==> config.mk <==
export PLATFORM = sky130hd
export DESIGN_NAME = digits_scan
export DESIGN_NICKNAME = d
export VERILOG_FILES = /design/src/rtl/digits_scan.sv
export SDC_FILE = /design/constraint.sdc
export NUM_CORES = 1
export LEC_CHECK = 0
export CORE_MARGIN = 3
export CORE_UTILIZATION = 45
export CTS_CLUSTER_SIZE = 20
export DETAILED_ROUTE_END_ITERATION = 10
export PLACE_DENSITY_LB_ADDON = 0.2
export SYNTH_ARGS = -nofsm -noshare
export SYNTH_HDL_FRONTEND = slang
export SYNTH_SLANG_ARGS = --single-unit
export TNS_END_PERCENT = 100
==> constraint.sdc <==
create_clock -name clk -period 4 [get_ports clk]
set_clock_uncertainty 0.1 [all_clocks]
set_input_delay 0.6 -clock clk [delete_from_list [all_inputs] [get_ports clk]]
set_output_delay 0.6 -clock clk [all_outputs]
set_load 0.01 [all_outputs]
==> src/rtl/digits_scan.sv <==
// Bus-attached multiplexed seven-segment driver: up to 8 hex digits with tear-free updates,
// blanking, decimal points and leading-zero suppression. Define DIGITS_PWM_EN for BRIGHT dimming.
module digits_scan #(
    parameter logic [31:0] ADDR       = 32'h0000_0000,
    parameter int          NUM_DIGITS = 8,
    parameter int          SCAN_DIV   = 1024
) (
    input  logic                  clk,
    input  logic                  W_RST,
    input  logic                  W_CYC,
    input  logic                  W_STB,
    input  logic                  W_WE,
    input  logic [31:0]           W_ADDR,
    input  logic [31:0]           W_DAT_I,
    output logic [31:0]           W_DAT_O,
    output logic                  W_ACK,
    output logic [7:0]            hex,
    output logic [NUM_DIGITS-1:0] dig
);

    localparam int IW = (NUM_DIGITS > 1) ? $clog2(NUM_DIGITS) : 1;
    localparam int PW = $clog2(SCAN_DIV);

    localparam logic [PW-1:0] PRE_MAX = PW'(SCAN_DIV - 1);
    localparam logic [IW-1:0] IDX_MAX = IW'(NUM_DIGITS - 1);

    localparam logic [63:0] DATA_MASK64 = (64'h1 << (4 * NUM_DIGITS)) - 64'h1;
    localparam logic [31:0] DATA_MASK   = DATA_MASK64[31:0];
    localparam logic [31:0] DIG_MASK32  = (32'h1 << NUM_DIGITS) - 32'h1;
    localparam logic [7:0]  DIG_MASK    = DIG_MASK32[7:0];

    localparam logic [1:0] OFF_DATA   = 2'd0;
    localparam logic [1:0] OFF_CTRL   = 2'd1;
    localparam logic [1:0] OFF_BRIGHT = 2'd2;

    // Bus handshake: an access is offered while W_CYC & W_STB address this window; it is
    // accepted on the edge that raises W_ACK, which is held for exactly one cycle. Writes
    // commit on that edge and read data is valid only while W_ACK is high.
    logic        sel;
    logic        acc;
    logic        wr;
    logic [1:0]  reg_off;
    logic        shadow_wr;
    logic [31:0] rdata;

    logic        ack_q;
    logic [31:0] dat_q;

    // Staging (bus-visible) and display (scan-visible) copies
    logic        ctrl_en;
    logic [31:0] stg_data;
    logic        stg_lzs;
    logic [7:0]  stg_dp;
    logic [7:0]  stg_blank;
    logic [31:0] disp_data;
    logic        disp_lzs;
    logic [7:0]  disp_dp;
    logic [7:0]  disp_blank;
    logic        pending_q;

`ifdef DIGITS_PWM_EN
    logic [3:0]  stg_bright;
    logic [3:0]  disp_bright;
    logic [31:0] pwm_lhs;
    logic [31:0] pwm_rhs;
`endif

    logic [PW-1:0] pre_q;
    logic [IW-1:0] idx_q;
    logic          slot_end;
    logic          frame_end;

    logic [3:0]            cur_nib;
    logic                  cur_blank;
    logic                  cur_dp;
    logic                  cur_sup;
    logic                  zero_run;
    logic                  in_window;
    logic                  lit;
    logic [7:0]            hex_nxt;
    logic [NUM_DIGITS-1:0] dig_nxt;
    logic [7:0]            hex_q;
    logic [NUM_DIGITS-1:0] dig_q;

    logic unused_addr_bits;

    assign unused_addr_bits = ^W_ADDR[1:0];

    function automatic logic [6:0] seg_decode(input logic [3:0] n);
        logic [7:0] b;
        case (n)
            4'h0: b = 8'h03;
            4'h1: b = 8'h9F;
            4'h2: b = 8'h25;
            4'h3: b = 8'h0D;
            4'h4: b = 8'h99;
            4'h5: b = 8'h49;
            4'h6: b = 8'h41;
            4'h7: b = 8'h1F;
            4'h8: b = 8'h01;
            4'h9: b = 8'h09;
            4'hA: b = 8'h11;
            4'hB: b = 8'hC1;
            4'hC: b = 8'h63;
            4'hD: b = 8'h85;
            4'hE: b = 8'h61;
            default: b = 8'h71;
        endcase
        return b[7:1];
    endfunction

    assign sel     = W_CYC & W_STB & (W_ADDR[31:4] == ADDR[31:4]);
    assign acc     = sel & ~ack_q;
    assign wr      = acc & W_WE;
    assign reg_off = W_ADDR[3:2];

`ifdef DIGITS_PWM_EN
    assign shadow_wr = wr & (reg_off != 2'd3);
`else
    assign shadow_wr = wr & ((reg_off == OFF_DATA) | (reg_off == OFF_CTRL));
`endif

    always_comb begin
        rdata = 32'h0;
        case (reg_off)
            OFF_DATA:   rdata = stg_data;
            OFF_CTRL:   rdata = {8'h00, stg_blank, stg_dp, 6'h00, stg_lzs, ctrl_en};
`ifdef DIGITS_PWM_EN
            OFF_BRIGHT: rdata = {28'h0, stg_bright};
`else
            OFF_BRIGHT: rdata = 32'h0;
`endif
            default:    rdata = {23'h0, pending_q & ctrl_en, 5'h00, 3'(idx_q)};
        endcase
    end

    always_ff @(posedge clk or negedge W_RST) begin
        if (!W_RST) begin
            ack_q <= 1'b0;
            dat_q <= 32'h0;
        end else begin
            ack_q <= acc;
            dat_q <= acc ? rdata : 32'h0;
        end
    end

    always_ff @(posedge clk or negedge W_RST) begin
        if (!W_RST) begin
            ctrl_en    <= 1'b1;
            stg_data   <= 32'h0;
            stg_lzs    <= 1'b0;
            stg_dp     <= 8'h00;
            stg_blank  <= 8'h00;
`ifdef DIGITS_PWM_EN
            stg_bright <= 4'hF;
`endif
        end else if (wr) begin
            case (reg_off)
                OFF_DATA: stg_data <= W_DAT_I & DATA_MASK;
                OFF_CTRL: begin
                    ctrl_en   <= W_DAT_I[0];
                    stg_lzs   <= W_DAT_I[1];
                    stg_dp    <= W_DAT_I[15:8] & DIG_MASK;
                    stg_blank <= W_DAT_I[23:16] & DIG_MASK;
                end
`ifdef DIGITS_PWM_EN
                OFF_BRIGHT: stg_bright <= W_DAT_I[3:0];
`endif
                default: ;
            endcase
        end
    end

    assign slot_end  = (pre_q == PRE_MAX);
    assign frame_end = ctrl_en & slot_end & (idx_q == IDX_MAX);

    // Display copy samples staging before any same-edge write, so that write stays pending.
    always_ff @(posedge clk or negedge W_RST) begin
        if (!W_RST) begin
            disp_data   <= 32'h0;
            disp_lzs    <= 1'b0;
            disp_dp     <= 8'h00;
            disp_blank  <= 8'h00;
`ifdef DIGITS_PWM_EN
            disp_bright <= 4'hF;
`endif
            pending_q   <= 1'b0;
        end else begin
            if (!ctrl_en || frame_end) begin
                disp_data   <= stg_data;
                disp_lzs    <= stg_lzs;
                disp_dp     <= stg_dp;
                disp_blank  <= stg_blank;
`ifdef DIGITS_PWM_EN
                disp_bright <= stg_bright;
`endif
            end
            if (!ctrl_en)
                pending_q <= 1'b0;
            else if (shadow_wr)
                pending_q <= 1'b1;
            else if (frame_end)
                pending_q <= 1'b0;
        end
    end

    always_ff @(posedge clk or negedge W_RST) begin
        if (!W_RST) begin
            pre_q <= '0;
            idx_q <= '0;
        end else if (!ctrl_en) begin
            pre_q <= '0;
            idx_q <= '0;
        end else if (slot_end) begin
            pre_q <= '0;
            idx_q <= (idx_q == IDX_MAX) ? '0 : idx_q + IW'(1);
        end else begin
            pre_q <= pre_q + PW'(1);
        end
    end

`ifdef DIGITS_PWM_EN
    assign pwm_lhs   = 32'(pre_q) << 4;
    assign pwm_rhs   = (32'(disp_bright) + 32'd1) * 32'(SCAN_DIV);
    assign in_window = (pwm_lhs < pwm_rhs);
`else
    assign in_window = 1'b1;
`endif

    // zero_run accumulates from the top digit down: nibbles i..NUM_DIGITS-1 all zero.
    always_comb begin
        cur_nib   = 4'h0;
        cur_blank = 1'b0;
        cur_dp    = 1'b0;
        cur_sup   = 1'b0;
        zero_run  = 1'b1;
        for (int i = NUM_DIGITS - 1; i >= 0; i--) begin
            zero_run = zero_run & (disp_data[4*i +: 4] == 4'h0);
            if (idx_q == IW'(i)) begin
                cur_nib   = disp_data[4*i +: 4];
                cur_blank = disp_blank[i];
                cur_dp    = disp_dp[i];
                cur_sup   = disp_lzs & zero_run & (i != 0);
            end
        end
    end

    always_comb begin
        lit     = ctrl_en & ~cur_blank & ~cur_sup & in_window;
        hex_nxt = 8'hFF;
        dig_nxt = '1;
        if (lit)
            hex_nxt = {seg_decode(cur_nib), ~cur_dp};
        for (int i = 0; i < NUM_DIGITS; i++) begin
            if (lit && (idx_q == IW'(i)))
                dig_nxt[i] = 1'b0;
        end
    end

    // hex and dig share one register stage so a digit never lights with stale segments.
    always_ff @(posedge clk or negedge W_RST) begin
        if (!W_RST) begin
            hex_q <= 8'hFF;
            dig_q <= '1;
        end else begin
            hex_q <= hex_nxt;
            dig_q <= dig_nxt;
        end
    end

    assign W_ACK   = ack_q;
    assign W_DAT_O = dat_q;
    assign hex     = hex_q;
    assign dig     = dig_q;

endmodule

Yosys cells after proc, flatten, opt, wreduce, memory -nomap -nowiden:

Memories as Yosys holds them, arrays and structs flattened.
Cells that the tools add are included.

* bits in latches: 0
* output and inout port bits: 49
* register bits after elaboration: 162
* memories kept: 1
* RAM bits: 0
* ROM bits: 112
* input port bits: 69

* mux-type cells: 51
* multipliers: 0
* shifts and indexed selects: 0
* $add $sub $neg: 2
* divide/modulo/power cells: 0
* magnitude comparators: 0
* reduce and logical (&&, ||, !) cells: 22
* bitwise operators: 28
* equal/unequal tests: 12

Memories
* (name not given): words 16, bits a word 7, rd ports 1, clocked after Yosys merged registers in 0, write ports 0, RTL line 91 `case (n)`

Operators with widths (count)
* $pmux W32 S3: 1
* $mux W1: 35
* $mux W32: 1
* $mux W4: 8
* $logic_not A28 Y1: 1
* $logic_not A4 Y1: 7
* $and A1 B1 Y1: 23
* $mux W10: 2
* $eq A3 B3 Y1 const B: 4
* $add A10 B1 Y10 const B: 1
* $eq A10 B10 Y1 const B: 1
* $mux W3: 3
* $logic_and A1 B1 Y1: 8
* $mux W8: 1
* $eq A3 B2 Y1 const B: 2
* $not A1 Y1: 4
* $reduce_and A2 Y1: 2
* $add A3 B1 Y3 const B: 1
* $eq A3 B1 Y1 const B: 1
* $logic_not A3 Y1: 1
* $ne A3 B2 Y1 const B: 1
* $eq A2 B1 Y1 const B: 1
* $eq A2 B2 Y1 const B: 1
* $logic_not A2 Y1: 1
* other kinds (4): 4

Logic depth before layout (Yosys ltp):

* depth after elaboration: 14
* gate-level depth with buffers: 17

Worst setup path before layout:

OpenSTA, ideal clock, no wires.

* kind: register -> register
* from: register idx_q[2]
* to: register hex_q[7], in the netlist hex[7]
* stages on the path, launching flop included: 16
* arrival: 3162 ps
* setup time: 91 ps
* required time: 3809 ps
* setup slack: 647 ps
* cell sequence: dfrtp_1 > buf_2 > buf_4 > buf_2 > inv_1 > ha_1 > clkbuf_1 > clkbuf_1 > a32oi_1 > o21ai_0 > ha_1 > clkbuf_1 > mux2i_1 > a21oi_1 > o32ai_1 > o31ai_1

* cells in the longest elaborated chain, start to end: 13
* elaborated cells between the ends (all ways): 38

Ends and longest elaborated chain
* start: declaration: RTL line 69 `logic [IW-1:0] idx_q;`
* start signal: assignment: RTL line 216 `idx_q <= (idx_q == IDX_MAX) ? '0 : idx_q + IW'(1);`
* parallel branches: the longest is 12 deep, another holds $mem_v2 Z16 W7
* $mux W8 *: RTL line 252 `if (lit)`
* net hex_nxt[7]: RTL line 80 `logic [7:0] hex_nxt;`
* end signal: assignment: RTL line 266 `hex_q <= hex_nxt;`
* end: declaration: RTL line 82 `logic [7:0] hex_q;`

Mark *: on every way through the listed nets, which the timed path passes.
A chain may end at the register's enable or synchronous reset.

Worst setup path after layout:

* from: register idx_q[1]
* to: register hex_q[7], in the netlist hex[7]

The elaborated chain is that of the path after synthesis.

==> results <==
- Setup repair after global routing left no endpoint under its margin.
- After technology mapping, the gate count stands at 605.
- The largest stage delay on the critical path is 690 ps.
- The cell repeated most along the worst path is ha_1.
- The most used flip-flop cell after synthesis is dfrtp_1.
- Tracing the worst setup path back leads to its startpoint at idx_q[1].
- The flow ran to the end, and the final reports show no timing, DRC or antenna violations.
- The total of fill cells in the finished design is 1320.
- The highest attainable clock frequency is 0.275 GHz.
- Global routing used 19.4% of the available tracks across all layers.
- The wire length per cell is 17.9 µm.
- The number of antenna diodes is 0.
- Setup violations remaining at the end of the flow were counted as 0.
- The CTS tree is yes.
- 118 I/O pins were placed.
- The count of buffers from port buffering is 115.
- Entering global routing, the biggest net connects 100 pins.
- The first global-routing pass estimated 27.7 mm of wire.
- The kind of start point of the critical path is a flip-flop.
- The number of nets in the final layout is 797.
- The top fanout value on the critical path is 20.
- The tightest min-delay check is of the in2async type.
- The area of the multi-input gates is 3090 µm².
- The post-synthesis sequential element count is 162.
- The max-cap check violation count is 0.
- The area growth from synthesis to final layout is 25.2%.
- The overall die area is 18100 µm².
- The buffer depth of the longest clock path is 2.
- The final number of hold-violating endpoints is 0.
- Counting flops with a built-in enable in the synthesized netlist gives 0.
- The area share of xor/xnor cells in the synthesized design is 1.06%.
- The placement row count is 46.
- After layout, the design draws a total of 0.00330 W.
- The register-to-register setup slack is 370 ps.
- After Yosys synthesis, and, or, nand and nor cells account for 12.3% of the synthesized area.
- Each instance of the synthesized netlist takes up on average 12.3 µm².
- The capturing point of the worst reg2reg path is hex[7].
- The synthesis warning total is 0.
- Summing the areas of all compound-gate instances in the mapped netlist gives 7.25% of the synthesized area.
- The minimum clock period is 3630 ps.
- The number of pins with negative max-slew slack in the final report is 0.
- The net count after synthesis is 687.
- The netlist area before placement is 7440 µm².
- For the worst-skew pair, the clock arrives at the later sink with an insertion delay of 420 ps.
- The residual antenna-violating net count after detailed routing is 0.
- The final RePlAce weighted congestion is 0.834.
- The total number of vias is 5009.
- The total global routing overflow is 0.
- The transition time at the pin with the least slew margin is 927 ps.
- The final routed wirelength across all metal layers is 16.9 mm.
- Walking the worst path, the cells encountered are inv_1 > ha_1 > nor2b_2 > a221o_1 > a32oi_1 > o21ai_0 > ha_1 > mux2i_1 > a21oi_1 > o32ai_1 > o31ai_1.
- The sum of net half-perimeters after detailed placement is 12.0 mm.
- TritonCTS created 17 clock buffers.
- For this run, the share of the core covered by cells in the final layout is 58.0%.
- The placeable core area is 16100 µm².
- Counting tap cells, the placed design contains a total of 912 instances.
- The power per unit of standard cell area is 354 nW/µm².
- The buffers inserted during post-CTS setup optimization is 0.
- The critical path data arrival time is 3840 ps.
- The proportion of register bits with asynchronous set or reset after synthesis is 100%.
- The worst slew margin relative to its limit is 38.2%.
- The netlist uses 67 different library cells.
- The tree built by TritonCTS fans out to 162 sinks.
- The post-cts resize count is 0.
- Excluding fillers, the count of instances in the completed layout stands at 944.
- The synthesized netlist devotes 2.19% of its cell area to adder and majority cells.
- In this run the critical register-to-register path is launched from idx_q[1].
- The starting density of the core is 46.3%.
- The critical setup path kind is reg2reg.
- The first routing iteration left 283 violations.
- The share of the clock period used by the worst path after layout is 90.8%.
- The die boundary width is 135 µm.
- The analysis attributes to cell leakage a power of 4.22 nW.
- In the synthesized netlist, mux cells make up 18.8% of the area.
- Measured in cells, the most critical reg-to-reg path has a length of 11.
- On the critical path, the stage with the largest delay is an instance of o21ai_0.
- The sequential share of the synthesized area is 54.8%.
- The number of antenna violations at the first check in global routing came to 0.
- The first detailed-routing pass ran for 5 iterations.
- The register clock-pin slew on the reported worst setup and hold paths is 70 ps.
- In this run, post-CTS hold repair placed 0 buffers.
- The endpoint of the most critical setup path is hex[7].
- The placement-stage worst setup slack is 429 ps.
- The final-layout setup total negative slack is 0 ps.
- The flip-flop and latch area is 4080 µm².
- The worst path meets setup with 366 ps of slack.
- The number of global-route vias before repair came to 5369.
- The depth of the CTS H-tree is 4.
- For this run, design rule violations remaining after detail routing come to 0.
- The kind of end point of the critical path is a flip-flop.
- The height of the chip is 135 µm.
- The clock root buffer is clkbuf_16.
- For the worst setup path, the data required time is 4210 ps.
- The worst supply voltage drop on vdd is 0.304 mV.
- The combinational family with the most area after synthesis is multiplexers.
- The fraction of final layout cells sized beyond drive strength 1 is 23.5%.
- Using the TritonRoute via totals, the vias-per-cell ratio works out to 5.31.
-- cell usage in the layout (no fill, tap or decap), types with 5 or more instances in the layout --
cell,netlist,final
o21ai_0,15,15
nand3_1,15,15
and3_1,6,6
mux2_4,10,10
ha_1,13,13
nand2b_1,5,5
dfrtp_1,145,145
clkbuf_16,0,17
nor2b_1,6,6
nor4_1,12,12
a21oi_1,12,12
xnor2_1,6,6
nand2_1,35,35
and2_1,22,22
o22ai_1,6,6
buf_4,1,11
mux2_2,91,91
nor2_1,38,38
dfstp_2,17,17
inv_1,16,16
nor3_1,6,6
mux2i_1,22,22
clkdlybuf4s50_1,0,114
-- critical path, delay by kind of cell (launching register included) --
family	cells	cell delay (ps)
mux	1	120
fa+ha+maj	2	900
simple gates	1	390
buf+inv	1	90
flops	1	400
compound gates	6	1520
-- per-layer routing --
| layer | share of wire [%] | GRT usage, % |
|---|---|---|
| met4 | 1.9 | 5.66 |
| met5 | 0 | 0 |
| met2 | 50 | 32.7 |
| met1 | 44 | 25.2 |
| met3 | 4.0 | 4.77 |
-- state kept, by name (all words and copies together) (netlist names) --
| name | count |
|---|---|
| W_ACK | 1 |
| W_DAT_O | 32 |
| stg_dp | 8 |
| pre_q | 10 |
| disp_data | 32 |
| disp_blank | 8 |
| disp_dp | 8 |
| stg_lzs | 1 |
| hex | 8 |
| stg_blank | 8 |
| dig | 8 |
| idx_q | 3 |
| pending_q | 1 |
| ctrl_en | 1 |
| stg_data | 32 |
| disp_lzs | 1 |
-- through the flow --
stage                     cell area [µm²]  hold WS, ps
final                                9320          159
after global routing                 9320          236
after CTS                            9320          201
after detailed placement             8750          377
after global placement               8750          370
after floorplan                      7440          204
-- Yosys cell counts, types with 3 or more instances --
library cell,number,area (µm²)
a32oi_1,4,35.0
nor3_1,6,30.0
nor4_1,12,75.1
nand3_1,15,75.1
nand2b_1,5,31.3
a22oi_1,4,30.0
nor2b_1,6,37.5
ha_1,13,163
nand2_1,35,131
a211oi_1,4,30.0
o21ai_0,15,75.1
inv_1,16,60.1
a221o_1,3,30.0
or4_1,4,30.0
mux2_2,91,1020
a21oi_1,12,60.1
mux2_4,10,150
o22ai_1,6,37.5
xnor2_1,6,52.6
a221oi_1,3,26.3
mux2i_1,22,220
buf_2,12,60.1
nor2_1,38,143
buf_6,6,67.6
o221ai_1,4,35.0
dfstp_2,17,447
nand4_1,3,18.8
clkbuf_1,14,52.6
and3_1,6,37.5
xor2_1,3,26.3
dfrtp_1,145,3630
and2_1,22,138
-- worst min path at each step --
stage | startpoint | endpoint | cells past startpoint
6_report | W_RST | pre_q[3] | 1
3_3_place_gp | pre_q[0] | pre_q[0] | 1
4_1_cts | W_RST | pre_q[3] | 1
2_1_floorplan | W_RST | W_ACK | 0
3_5_place_dp | pre_q[0] | pre_q[0] | 1
5_1_grt | W_RST | pre_q[4] | 1
-- logic make-up (layout without fill, tap and decap cells) --
family / Yosys count / count (layout)
AND/OR/NAND/NOR: 169 / 169
flip-flops: 162 / 162
multiplexers: 123 / 123
AO/OA/AOI/OAI: 77 / 77
buffers and inverters: 52 / 175
adder cells (fa/ha/maj): 13 / 13
XOR/XNOR: 9 / 9
-- final cells by class --
cell class / instances / area share, %
sequential: 162 / 43.7
multi-input combinational: 391 / 33.1
timing repair buffer: 127 / 13.5
clock buffer: 20 / 4.80
tap: 216 / 2.90
clock inverter: 12 / 1.29
inverter: 16 / 0.645
-- power breakdown --
| group | switching (W) | total [W] | internal, W | leakage (nW) |
|---|---|---|---|---|
| clock network | 0.000663 | 0.00155 | 0.000885 | 0.266 |
| logic | 0.0000509 | 0.000115 | 0.0000640 | 1.75 |
| registers | 0.00000000000832 | 0.00164 | 0.00164 | 2.21 |
| total | 0.000714 | 0.00330 | 0.00259 | 4.22 |
Note: power is estimated with default switching activity, not from simulation.
